==> config.mk <==
export PLATFORM = sky130hd
export DESIGN_NAME = hamming_link_scheduler_flat
export DESIGN_NICKNAME = d
export VERILOG_FILES = /design/src/rtl/hamming_link_scheduler_if.sv /design/src/rtl/hamming_link_scheduler.sv /design/src/flat_wrapper.sv
export SDC_FILE = /design/constraint.sdc
export NUM_CORES = 1
export LEC_CHECK = 0
export CAP_MARGIN = 20
export CORE_MARGIN = 8
export CORE_UTILIZATION = 49
export CTS_CLUSTER_SIZE = 40
export DETAILED_ROUTE_END_ITERATION = 16
export PLACE_DENSITY_LB_ADDON = 0.15
export SYNTH_ARGS = -nofsm -noshare
export SYNTH_HDL_FRONTEND = slang
export SYNTH_SLANG_ARGS = --single-unit
==> constraint.sdc <==
create_clock -name clk -period 6.58 [get_ports clk]
set_clock_uncertainty 0.2 [all_clocks]
set_input_delay 1.316 -clock clk [delete_from_list [all_inputs] [get_ports clk]]
set_output_delay 1.316 -clock clk [all_outputs]
set_load 0.005 [all_outputs]
==> src/rtl/hamming_link_scheduler_if.sv <==
// rtl/hamming_link_scheduler_if.sv - requester and serial-link signal bundle for hamming_link_scheduler
interface hamming_link_scheduler_if;
    logic [3:0]  req;
    logic [15:0] data_in;
    logic [3:0]  gnt;
    logic        ser_d;
    logic        ser_strobe;
    logic [1:0]  ser_lane;
    logic        busy;
    logic [7:0]  frame_cnt;

    modport master (
        output req, data_in,
        input  gnt, ser_d, ser_strobe, ser_lane, busy, frame_cnt
    );

    modport slave (
        input  req, data_in,
        output gnt, ser_d, ser_strobe, ser_lane, busy, frame_cnt
    );
endinterface

==> src/rtl/hamming_link_scheduler.sv <==
// rtl/hamming_link_scheduler.sv - round-robin arbiter feeding a strobed serial Hamming(7,4) link
module hamming_link_scheduler #(
    parameter int GAP_CYCLES = 1
) (
    input  logic clk,
    input  logic rst,
    hamming_link_scheduler_if.slave link
);
    typedef enum logic [1:0] {IDLE, SEND, GAP} state_t;

    localparam logic [3:0] GAP_LAST = 4'((GAP_CYCLES == 0) ? 0 : GAP_CYCLES - 1);

    state_t     state, state_n;
    logic [1:0] ptr, ptr_n;
    logic [1:0] lane, lane_n;
    logic [2:0] bit_cnt, bit_cnt_n;
    logic [3:0] gap_cnt, gap_cnt_n;
    logic [6:0] shreg, shreg_n;
    logic [3:0] gnt, gnt_n;
    logic       ser_d, ser_d_n;
    logic       strobe, strobe_n;
    logic       busy, busy_n;
    logic [7:0] frame_cnt, frame_cnt_n;

    logic       found;
    logic [1:0] winner;
    logic [1:0] cand;
    logic [3:0] nib;
    logic [6:0] cw;

    // Search starts one past the last winner so every lane gets a turn.
    always_comb begin
        found  = 1'b0;
        winner = ptr;
        cand   = ptr;
        for (int i = 1; i <= 4; i++) begin
            cand = ptr + 2'(i);
            if (!found && link.req[cand]) begin
                found  = 1'b1;
                winner = cand;
            end
        end
    end

    assign nib = link.data_in[{winner, 2'b00} +: 4];

    // Codeword bit 6 goes out first: p1, p2, d1, p4, d2, d3, d4.
    assign cw = {nib[3] ^ nib[2] ^ nib[0],
                 nib[3] ^ nib[1] ^ nib[0],
                 nib[3],
                 nib[2] ^ nib[1] ^ nib[0],
                 nib[2],
                 nib[1],
                 nib[0]};

    always_comb begin
        state_n     = state;
        ptr_n       = ptr;
        lane_n      = lane;
        bit_cnt_n   = bit_cnt;
        gap_cnt_n   = gap_cnt;
        shreg_n     = shreg;
        gnt_n       = 4'b0000;
        ser_d_n     = 1'b0;
        strobe_n    = 1'b0;
        busy_n      = busy;
        frame_cnt_n = frame_cnt;

        case (state)
            IDLE: begin
                busy_n = 1'b0;
                if (found) begin
                    state_n   = SEND;
                    ptr_n     = winner;
                    lane_n    = winner;
                    shreg_n   = cw;
                    bit_cnt_n = 3'd0;
                    gnt_n     = 4'b0001 << winner;
                    strobe_n  = 1'b1;
                    ser_d_n   = cw[6];
                    busy_n    = 1'b1;
                end
            end
            SEND: begin
                busy_n = 1'b1;
                if (bit_cnt == 3'd6) begin
                    frame_cnt_n = frame_cnt + 8'd1;
                    if (GAP_CYCLES > 0) begin
                        state_n   = GAP;
                        gap_cnt_n = 4'd0;
                    end else begin
                        state_n = IDLE;
                        busy_n  = 1'b0;
                    end
                end else begin
                    bit_cnt_n = bit_cnt + 3'd1;
                    shreg_n   = shreg << 1;
                    strobe_n  = 1'b1;
                    ser_d_n   = shreg[5];
                end
            end
            GAP: begin
                busy_n = 1'b1;
                if (gap_cnt == GAP_LAST) begin
                    state_n = IDLE;
                    busy_n  = 1'b0;
                end else begin
                    gap_cnt_n = gap_cnt + 4'd1;
                end
            end
            default: begin
                state_n = IDLE;
                busy_n  = 1'b0;
            end
        endcase
    end

    always_ff @(posedge clk) begin
        if (rst) begin
            state     <= IDLE;
            ptr       <= 2'd3;
            lane      <= 2'd0;
            bit_cnt   <= 3'd0;
            gap_cnt   <= 4'd0;
            shreg     <= 7'd0;
            gnt       <= 4'b0000;
            ser_d     <= 1'b0;
            strobe    <= 1'b0;
            busy      <= 1'b0;
            frame_cnt <= 8'd0;
        end else begin
            state     <= state_n;
            ptr       <= ptr_n;
            lane      <= lane_n;
            bit_cnt   <= bit_cnt_n;
            gap_cnt   <= gap_cnt_n;
            shreg     <= shreg_n;
            gnt       <= gnt_n;
            ser_d     <= ser_d_n;
            strobe    <= strobe_n;
            busy      <= busy_n;
            frame_cnt <= frame_cnt_n;
        end
    end

    assign link.gnt        = gnt;
    assign link.ser_d      = ser_d;
    assign link.ser_strobe = strobe;
    assign link.ser_lane   = lane;
    assign link.busy       = busy;
    assign link.frame_cnt  = frame_cnt;
endmodule

==> src/flat_wrapper.sv <==
// flat-port wrapper written by rule: the top's interface ports become plain ports
module hamming_link_scheduler_flat 
#(
    parameter int GAP_CYCLES = 1
)
  (clk, rst, link_req, link_data_in, link_gnt, link_ser_d, link_ser_strobe, link_ser_lane, link_busy, link_frame_cnt);
  hamming_link_scheduler_if link_i ();
  input  logic clk;
  input  logic rst;
  input wire logic [$bits(link_i.req)-1:0] link_req;
  input wire logic [$bits(link_i.data_in)-1:0] link_data_in;
  output wire logic [$bits(link_i.gnt)-1:0] link_gnt;
  output wire logic [$bits(link_i.ser_d)-1:0] link_ser_d;
  output wire logic [$bits(link_i.ser_strobe)-1:0] link_ser_strobe;
  output wire logic [$bits(link_i.ser_lane)-1:0] link_ser_lane;
  output wire logic [$bits(link_i.busy)-1:0] link_busy;
  output wire logic [$bits(link_i.frame_cnt)-1:0] link_frame_cnt;
  assign link_i.req = link_req;
  assign link_i.data_in = link_data_in;
  assign link_gnt = link_i.gnt;
  assign link_ser_d = link_i.ser_d;
  assign link_ser_strobe = link_i.ser_strobe;
  assign link_ser_lane = link_i.ser_lane;
  assign link_busy = link_i.busy;
  assign link_frame_cnt = link_i.frame_cnt;
  hamming_link_scheduler #(.GAP_CYCLES(GAP_CYCLES)) u_core (.clk(clk), .rst(rst), .link(link_i));
endmodule
Word-level counts from Yosys, hierarchy flattened

Index checks and enable logic that the tools add are counted.

Add/subtract/negate cells: 6
Order comparisons: 4
Shift operators: 2
Muxes and demuxes: 37
Equality and inequality tests: 8
Bitwise logic cells: 8
Reduce and logical (&&, ||, !) cells: 16

Operator list:

| operator                                                                      | count |
|---|---|
| 16-bit by 5-bit indexed part select with 4-bit output                         | 1 |
| 2-bit two-way mux                                                             | 7 |
| 1-bit two-way mux                                                             | 13 |
| 2-bit by 3-bit less-than comparator with 1-bit output (second input constant) | 4 |
| 6-bit two-way mux                                                             | 2 |
| 6-bit one-hot mux with 2 select lines                                         | 1 |
| 3-bit AND reduction                                                           | 3 |
| 8-bit by 1-bit adder with 8-bit output (second input constant)                | 1 |
| 1-bit binary-select mux with 2-bit select                                     | 4 |
| 4-bit two-way mux                                                             | 2 |
| 4-bit one-hot mux with 2 select lines                                         | 1 |
| 3-bit two-way mux                                                             | 2 |
| 2-bit by 1-bit inequality test with 1-bit output (second input constant)      | 3 |
| 2-bit one-hot mux with 3 select lines                                         | 1 |
| 3-bit one-hot mux with 2 select lines                                         | 1 |
| 1-bit bitwise XOR                                                             | 6 |
| 2-bit adder (second input constant)                                           | 2 |
| 4-bit by 1-bit adder with 4-bit output (second input constant)                | 1 |
| 4-bit logical NOT                                                             | 1 |
| 2-bit inequality test (second input constant)                                 | 2 |
| 1-bit one-hot mux with 2 select lines                                         | 2 |
| 2-bit AND reduction                                                           | 2 |
| 2-bit nonzero test                                                            | 2 |
| 1-bit by 2-bit << shifter with 4-bit output (first input constant)            | 1 |
| 11 further kinds                                                              | 16 |

Word-level logic and storage cells: 92
Register bits after elaboration: 34

Depth between registers and ports, before layout

Gate-level depths: netlist (run 1).

Depth after elaboration: 18
Depth in mapped cells: 8
Mapped depth without buffers: 8

Worst setup path after synthesis (run 1)

No wires, ideal clock.

Kind: input -> register
Start: input link_req[3]
End: register u_core.ser_d, in the netlist u_core.link.ser_d
Slack: 3.165 ns
Setup time: 0.117 ns
Buffers on the path: 0
Arrival time: 3.097 ns
Stages on the path: 7
Cell sequence: nor2b_1 -> a21o_1 -> a221oi_4 -> mux4_2 -> xor2_2 -> xor2_1 -> a32o_1

Word-level cells in the longest chain between the ends: 17
Elaborated cells on any way between the ends: 27
Classes of those cells: shift (1); mux (18); bitwise (2); reduce/logical (6)

Ends and longest elaborated chain:

| what                                                  | RTL line                      | text |
|---|---|---|
| start: declaration                                    | flat_wrapper.sv:10            | `input wire logic [$bits(link_i.req)-1:0] link_req;` |
| 1-bit binary-select mux with 2-bit select             | hamming_link_scheduler.sv:38  | `if (!found && link.req[cand]) begin` |
| 1-bit two-way mux (not written as such)               | hamming_link_scheduler.sv:38  |  |
| 1-bit two-way mux                                     | hamming_link_scheduler.sv:38  |  |
| 1-bit logical NOT                                     | hamming_link_scheduler.sv:38  |  |
| 1-bit logical AND                                     | hamming_link_scheduler.sv:38  |  |
| 1-bit two-way mux                                     | hamming_link_scheduler.sv:38  |  |
| 1-bit logical NOT                                     | hamming_link_scheduler.sv:38  |  |
| 1-bit logical AND                                     | hamming_link_scheduler.sv:38  |  |
| 1-bit two-way mux                                     | hamming_link_scheduler.sv:38  |  |
| 1-bit logical NOT                                     | hamming_link_scheduler.sv:38  |  |
| 1-bit logical AND                                     | hamming_link_scheduler.sv:38  |  |
| 2-bit two-way mux                                     | hamming_link_scheduler.sv:38  |  |
| 16-bit by 5-bit indexed part select with 4-bit output | hamming_link_scheduler.sv:45  | `assign nib = link.data_in[{winner, 2'b00} +: 4];` |
| 1-bit bitwise XOR (2 in series)                       | hamming_link_scheduler.sv:48  | `assign cw = {nib[3] ^ nib[2] ^ nib[0],` |
| 1-bit two-way mux *                                   | hamming_link_scheduler.sv:72  | `if (found) begin` |
| 1-bit one-hot mux with 2 select lines *               | hamming_link_scheduler.sv:69  | `case (state)` |
| end signal: assignment                                | hamming_link_scheduler.sv:139 | `ser_d <= ser_d_n;` |
| end: declaration                                      | hamming_link_scheduler.sv:20  | `logic ser_d, ser_d_n;` |

Every way passes the cells marked *; elsewhere a longest branch is shown, timed or not. The select of a mux whose other input is x is not followed.
A chain may end at the register's enable or synchronous reset.

Worst setup path after layout (run 1)

Start: input link_req[3]
End: register u_core.shreg[3]

Word-level cells in the longest chain between the ends: 17
Elaborated cells on any way between the ends: 29
Classes of those cells: eq/ne (1); shift (1); mux (18); bitwise (2); reduce/logical (7)

Ends and longest elaborated chain:

| what                                                  | RTL line                      | text |
|---|---|---|
| 1-bit binary-select mux with 2-bit select             | hamming_link_scheduler.sv:38  |  |
| 1-bit two-way mux (not written as such)               | hamming_link_scheduler.sv:38  |  |
| 1-bit two-way mux                                     | hamming_link_scheduler.sv:38  |  |
| 1-bit logical NOT                                     | hamming_link_scheduler.sv:38  |  |
| 1-bit logical AND                                     | hamming_link_scheduler.sv:38  |  |
| 1-bit two-way mux                                     | hamming_link_scheduler.sv:38  |  |
| 1-bit logical NOT                                     | hamming_link_scheduler.sv:38  |  |
| 1-bit logical AND                                     | hamming_link_scheduler.sv:38  |  |
| 1-bit two-way mux                                     | hamming_link_scheduler.sv:38  |  |
| 1-bit logical NOT                                     | hamming_link_scheduler.sv:38  |  |
| 1-bit logical AND                                     | hamming_link_scheduler.sv:38  |  |
| 2-bit two-way mux                                     | hamming_link_scheduler.sv:38  |  |
| 16-bit by 5-bit indexed part select with 4-bit output | hamming_link_scheduler.sv:45  |  |
| 1-bit bitwise XOR (2 in series)                       | hamming_link_scheduler.sv:51  | `nib[2] ^ nib[1] ^ nib[0],` |
| 6-bit two-way mux                                     | hamming_link_scheduler.sv:72  |  |
| 6-bit one-hot mux with 2 select lines                 | hamming_link_scheduler.sv:69  |  |
| end signal: assignment                                | hamming_link_scheduler.sv:137 | `shreg <= shreg_n;` |
| end: declaration                                      | hamming_link_scheduler.sv:18  | `logic [6:0] shreg, shreg_n;` |

Parallel ways exist; a longest one is shown, timed or not. The select of a mux whose other input is x is not followed.

==> results of run 1 <==
-- area by class of cell --
class | count | area (µm²) | share of cell area (%)
inverters | 6 | 22.5 | 1.07
well taps | 44 | 55.1 | 2.61
clock buffers | 8 | 78.8 | 3.73
flip-flops and latches | 34 | 681 | 32.2
repair buffers | 40 | 403 | 19.1
multi-input cells | 132 | 871 | 41.3
-- worst min-delay path: stages, from the launching register on --
cell	delay (ns)
dfxtp_1	0.32
nand2_1	0.05
a21oi_1	0.06
-- logic make-up (layout without fill, tap and decap cells) --
logic type | count (synthesis) | count (layout) | share of synthesized area [%]
adders and majority gates | 5 | 5 | 3.92
AOI/OAI and AO/OA | 29 | 29 | 11.9
muxes | 6 | 6 | 7.60
xor gates and xnor gates | 15 | 15 | 8.70
DFF | 34 | 34 | 42.6
buffers and inverters | 12 | 54 | 2.82
and+or+nand+nor | 77 | 77 | 22.4
-- power by group through the flow --
| stage | registers (mW) | clock network, mW | logic, mW |
|---|---|---|---|
| after global placement | 0.244 | 0 | 0.134 |
| after floorplan | 0.242 | 0 | 0.0917 |
| after detailed placement | 0.245 | 0 | 0.138 |
| after global routing | 0.243 | 0.152 | 0.152 |
| after CTS | 0.240 | 0.143 | 0.139 |
| final | 0.240 | 0.139 | 0.138 |
-- path summary, 6_finish.rpt --
check / startpoint / end / depth (start not counted)
worst max-delay path: link_req[3] / u_core.shreg[3] / 8
worst min-delay path: u_core.link.ser_lane[1] / u_core.link.ser_lane[1] / 2
worst max register to register: u_core.ptr[0] / u_core.link.ser_d / 7
worst min register to register: u_core.link.ser_lane[1] / u_core.link.ser_lane[1] / 2
-- cell usage in the layout, fill, tap and decap left out, types with 2 or more instances in the layout --
| master | netlist | final |
|---|---|---|
| clkdlybuf4s50_1 | 0 | 38 |
| dfxtp_1 | 34 | 34 |
| nor2_1 | 33 | 33 |
| a21oi_1 | 15 | 15 |
| nand2_1 | 12 | 12 |
| nor3_1 | 11 | 11 |
| xor2_1 | 10 | 10 |
| inv_1 | 6 | 6 |
| nand2b_1 | 6 | 6 |
| o21ai_0 | 5 | 5 |
| ha_1 | 5 | 5 |
| clkbuf_4 | 0 | 5 |
| xnor2_1 | 4 | 4 |
| nand3_1 | 3 | 3 |
| mux4_1 | 3 | 3 |
| nand4_1 | 3 | 3 |
| clkbuf_8 | 0 | 3 |
| mux2i_1 | 2 | 2 |
| nor2b_1 | 2 | 2 |
| o32ai_1 | 2 | 2 |
-- state kept, by name (all words and copies together) (netlist names) --
name	flops
u_core.link.frame_cnt	8
u_core.shreg	6
u_core.gap_cnt	4
u_core.link.gnt	4
u_core.bit_cnt	3
u_core.link.ser_lane	2
u_core.ptr	2
u_core.state	2
u_core.link.busy	1
u_core.link.ser_d	1
u_core.link.ser_strobe	1
-- metal layers --
metal / global-route usage [%] / up-vias / routed length, µm
li1: - / 699 / -
met3: 5.91 / 6 / 253
met2: 24.7 / 38 / 1770
met5: 0 / - / 0
met1: 14.8 / 645 / 1430
met4: 5.33 / 0 / 47
-- through the flow --
stage	total power, mW	util, %	cell area [µm²]	instances	hold slack (ns)
2_1_floorplan	0.333	-	1600	178	0.248
3_3_place_gp	0.378	65.5	2020	255	0.246
3_5_place_dp	0.383	65.5	2020	255	0.267
4_1_cts	0.521	68.1	2100	263	0.279
5_1_grt	0.546	68.6	2110	264	0.302
6_report	0.517	68.6	2110	264	0.273
==> impl_metrics.py, run 1 <==
metrics = {
    "outcome": {
        "outcome": "completed",
    },
    "cts": {
        "worstSkewPairLatency_ns": 0.33,
        "cts_setup_buffers": 0,
        "cts.sinks": 34,
        "cts_buffer_depth": 2,
        "clk_pin_slew_ns": 0.10,
        "cts_made_buffers": 5,
        "h-tree-depth": 2,
        "postCtsResizedCells": 0,
        "cts_tree": "yes",
        "clk_root_buffer_cell": "clkbuf_4",
        "ctsHoldBuffers": 0,
    },
    "routing": {
        "drc": 0,
        "drt-pass1-iter-count": 4,
        "routed_wl_um": 3500,
        "drt-vias-per-instance": 5.26,
        "drtIter0Drc": 95,
        "num_vias": 1388,
        "wl_per_cell_um": 13.3,
        "detail-route-antenna-nets": 0,
    },
    "logic_synthesis": {
        "syn_nets": 205,
        "ys.flop_type": "dfxtp_1",
        "synth_edf_count": 0,
        "synth_warnings": 0,
        "yosysMostFrequentCell": "dfxtp_1",
        "syn_inst": 178,
        "synth_top_area_share_pct": 42.6,
        "avgSynthCellArea_um2": 8.97,
        "synth_commonest_cells": "dfxtp_1, nor2_1, a21oi_1, nand2_1, nor3_1",
        "async_flop_share_pct": 0,
        "synth_area_leaders": "dfxtp_1, nor2_1, xor2_1",
        "ys_ff_latch": 34,
        "synth_cell_type_count": 35,
        "ys_seq_area_share_pct": 42.6,
        "yosysTopAreaCell": "dfxtp_1",
        "netlist_area_um2": 1600,
    },
    "floorplanning": {
        "die-height_um": 73.1,
        "die-area_um2": 5340,
        "core_um2": 3080,
        "io-pin-count": 39,
        "initial_core_util_pct": 51.9,
        "num_rows": 20,
        "die_w_um": 73.1,
    },
    "worst_setup_path": {
        "cp-end-kind": "register",
        "cp_slowest_stage_delay_ns": 0.69,
        "path_class": "primary input to register",
        "required_ns": 6.60,
        "cp.arrival_ns": 3.71,
        "worst_path_max_delay_cell": "mux4_1",
        "path_buf_inv": 1,
        "worstPathCellList": "clkdlybuf4s50_1 > nor2b_1 > a21o_1 > a221oi_4 > mux4_1 > xor2_1 > xnor2_1 > o32ai_1",
        "cpLargestDelayFamily": "compound AO/OA/AOI/OAI gates",
        "worstSetupStartpointType": "primary input",
        "reg2reg_slack_ns": 3.92,
        "cp_max_fo": 7,
    },
    "grt": {
        "grt_usage_pct": 14.2,
        "grt_overflow_total": 0,
        "grt_max_degree": 33,
        "antenna_found_initial": 0,
        "grt_pass1_wl_um": 6010,
        "grt_pass1_vias": 1387,
    },
    "placement": {
        "port_buffers": 38,
        "place.gp.congestion": 0.773,
        "post-place-ws_ns": 2.50,
        "hpwl_um": 2800,
    },
    "pwr": {
        "cell_internal_pwr_mw": 0.370,
        "leakagePower_nw": 0.815,
        "power_density_nw_per_um2": 245,
        "swShare_pct": 28.4,
        "power_switching_mw": 0.147,
        "ir_drop_mv": 0.143,
        "clockPowerShare_pct": 26.9,
        "combPwrFrac_pct": 26.7,
        "seq_power_share_pct": 46.4,
    },
    "sta": {
        "fin_crit_sh_pct": 56.1,
        "setup_ws_ns": 2.89,
        "tightest_slew_ns": 0.584,
        "slew_viol_final": 0,
        "tns_ns": 0,
        "rsz0062_at_grt": "no",
        "fmax_ghz": 0.271,
        "fin_crit_ns": 3.69,
        "relSlewSlack_pct": 60.9,
        "hold_viol": 0,
        "setup_viol": 0,
    },
    "cells_and_area": {
        "nNetsFinal": 246,
        "antenna_cells": 0,
        "drive_above_1_share_pct": 5.91,
        "fillers": 275,
        "syn_to_final_growth_pct": 32.2,
    },
    "min_path": {
        "hp-class": "register to register",
    },
    "run": {
        "maxCapViolations": 0,
    },
}
No activity file was read; power rests on OpenSTA's default activity.
==> inputs of run 2 (changes only) <==
Settings changed: CORE_UTILIZATION 49 to 44.
Clock period 6.58 ns to 3 ns, I/O delays scaled along.
==> run 2 against run 1 <==
Sequential share of layout area is 0.47 points lower. Register-to-register slack lost 3.4 ns. Hold slack got worse by 0.010 ns. Sequential power increased by 120%. Final cell count up 4.2%. Critical path type unchanged. Largest power group unchanged.
==> impl_metrics.py, run 2 (synthesized netlist as in run 1, its figures left out) <==
metrics = {
    "cts": {
        "cts_made_buffers": 5,
        "clk_root_buffer_cell": "clkbuf_4",
        "h-tree-depth": 2,
        "cts_buffer_depth": 2,
        "postCtsResizedCells": 0,
        "cts_setup_buffers": 0,
        "worstSkewPairLatency_ns": 0.33,
        "clk_pin_slew_ns": 0.10,
        "cts.sinks": 34,
        "cts_tree": "yes",
        "ctsHoldBuffers": 0,
    },
    "floorplanning": {
        "die-height_um": 76.2,
        "die-area_um2": 5810,
        "core_um2": 3580,
        "initial_core_util_pct": 44.6,
        "num_rows": 22,
        "io-pin-count": 39,
        "die_w_um": 76.2,
    },
    "worst_setup_path": {
        "path_class": "primary input to register",
        "cpLargestDelayFamily": "compound AO/OA/AOI/OAI gates",
        "worstPathCellList": "clkdlybuf4s50_1 > nor2b_1 > a21o_1 > a221oi_4 > mux4_2 > xor2_2 > xor2_1 > a32o_1",
        "reg2reg_slack_ns": 0.50,
        "path_buf_inv": 1,
        "required_ns": 3.04,
        "cp.arrival_ns": 2.90,
        "worst_path_max_delay_cell": "mux4_2",
        "cp-end-kind": "register",
        "worstSetupStartpointType": "primary input",
        "cp_max_fo": 4,
        "cp_slowest_stage_delay_ns": 0.60,
        "r2r_end": "u_core.link.ser_d",
        "reg2regPathDepth": 7,
        "r2r-start": "u_core.ptr[0]",
    },
    "cells_and_area": {
        "layout_common_cells": "clkdlybuf4s50_1, dfxtp_1, nor2_1",
        "regArea_um2": 681,
        "drive_above_1_share_pct": 8.37,
        "top_register": "u_core.link.frame_cnt",
        "reg_top3": "u_core.link.frame_cnt: 8 flops, u_core.shreg: 6 flops",
        "multi_input_area_um2": 871,
        "largest_register_ffs": 8,
        "antenna_cells": 0,
        "syn_to_final_growth_pct": 34.2,
        "mostFrequentLayoutCell": "clkdlybuf4s50_1",
        "finalNonFillerCells": 275,
        "nNetsFinal": 253,
        "fillers": 335,
    },
    "pwr": {
        "cell_internal_pwr_mw": 0.782,
        "seq_power_share_pct": 47.3,
        "swShare_pct": 29.8,
        "total_power_mw": 1.11,
        "power_density_nw_per_um2": 520,
        "power_switching_mw": 0.331,
        "ir_drop_mv": 0.302,
        "clockPowerShare_pct": 23.6,
        "leakagePower_nw": 0.837,
        "combPwrFrac_pct": 29.1,
    },
    "sta": {
        "holdWs_ns": 0.262,
        "tns_ns": 0,
        "fmax_ghz": 0.349,
        "slew_viol_final": 0,
        "fin_crit_ns": 2.87,
        "setup_viol": 0,
        "rsz0062_at_grt": "no",
        "setup_ws_ns": 0.135,
        "fin_crit_sh_pct": 95.5,
        "relSlewSlack_pct": 55.4,
        "hold_viol": 0,
        "tightest_slew_ns": 0.667,
    },
    "routing": {
        "drt-pass1-iter-count": 5,
        "drtIter0Drc": 55,
        "drc": 0,
        "num_vias": 1412,
        "wl_per_cell_um": 13.8,
        "detail-route-antenna-nets": 0,
        "routed_wl_um": 3800,
        "drt-vias-per-instance": 5.13,
    },
    "grt": {
        "grt_usage_pct": 12.7,
        "grt_pass1_vias": 1403,
        "antenna_found_initial": 0,
        "grt_pass1_wl_um": 6110,
        "grt_overflow_total": 0,
        "grt_max_degree": 13,
    },
    "placement": {
        "port_buffers": 38,
        "place.gp.congestion": 0.808,
        "hpwl_um": 3010,
        "dp_cells": 267,
        "post-place-ws_ns": -0.240,
    },
    "min_path": {
        "min_path_cells": 2,
        "min_from": "u_core.link.ser_lane[1]",
        "hp-class": "register to register",
        "hold_end": "u_core.link.ser_lane[1]",
    },
    "run": {
        "maxCapViolations": 0,
    },
    "outcome": {
        "outcome": "completed",
    },
}
run 2: cell count changes in the layout (fill, tap and decap cells not counted), sizes merged:
cell    delta
buf        +7
clkbuf     -1
clkinv     +1
run 2: layer usage:
metal / part of all wire [%] / GRT usage, % / vias to the layer above
met2: 49 / 21.5 / 28
met1: 46 / 14.4 / 668
met5: 0 / 0 / -
li1: - / - / 711
met4: 1.1 / 5.19 / 0
met3: 3.8 / 3.89 / 5
run 2: power by group through the flow:
stage               clock (mW)  sequential [mW]  combinational [mW]
finish                   0.263            0.526               0.324
floorplan                    0            0.530               0.201
CTS                      0.268            0.526               0.327
global placement             0            0.535               0.319
global route             0.285            0.531               0.356
detailed placement           0            0.537               0.326
run 2: stage by stage:
stage	cell area (µm²)	util [%]
6_report	2140	59.9
2_1_floorplan	1600	-
5_1_grt	2140	59.9
3_3_place_gp	2080	58.2
4_1_cts	2140	59.9
3_5_place_dp	2080	58.2
run 2: worst max path at each step:
stage                 from           endpoint  slack, ns  cells past startpoint
2_1_floorplan  link_req[3]  u_core.link.ser_d       0.30                      7
3_3_place_gp   link_req[3]  u_core.link.ser_d      -0.19                      8
3_5_place_dp   link_req[3]  u_core.link.ser_d      -0.24                      8
4_1_cts        link_req[3]  u_core.link.ser_d       0.12                      8
5_1_grt        link_req[3]  u_core.link.ser_d       0.05                      8
6_report       link_req[3]  u_core.link.ser_d       0.13                      8
run 2: area by class of cell:
type | instances | area share, %
multi-input combinational | 132 | 40.7
sequential | 34 | 31.8
timing repair buffer | 47 | 20.9
tap | 48 | 2.80
clock buffer | 7 | 2.57
inverter | 6 | 1.05
clock inverter | 1 | 0.234
run 2: worst register-to-register path, delay by kind of cell (launching register included):
family | cells | cell delay (ns)
simple gates | 1 | 0.09
xor+xnor | 2 | 0.36
compound gates | 3 | 0.73
mux | 1 | 0.60
flops | 1 | 0.43
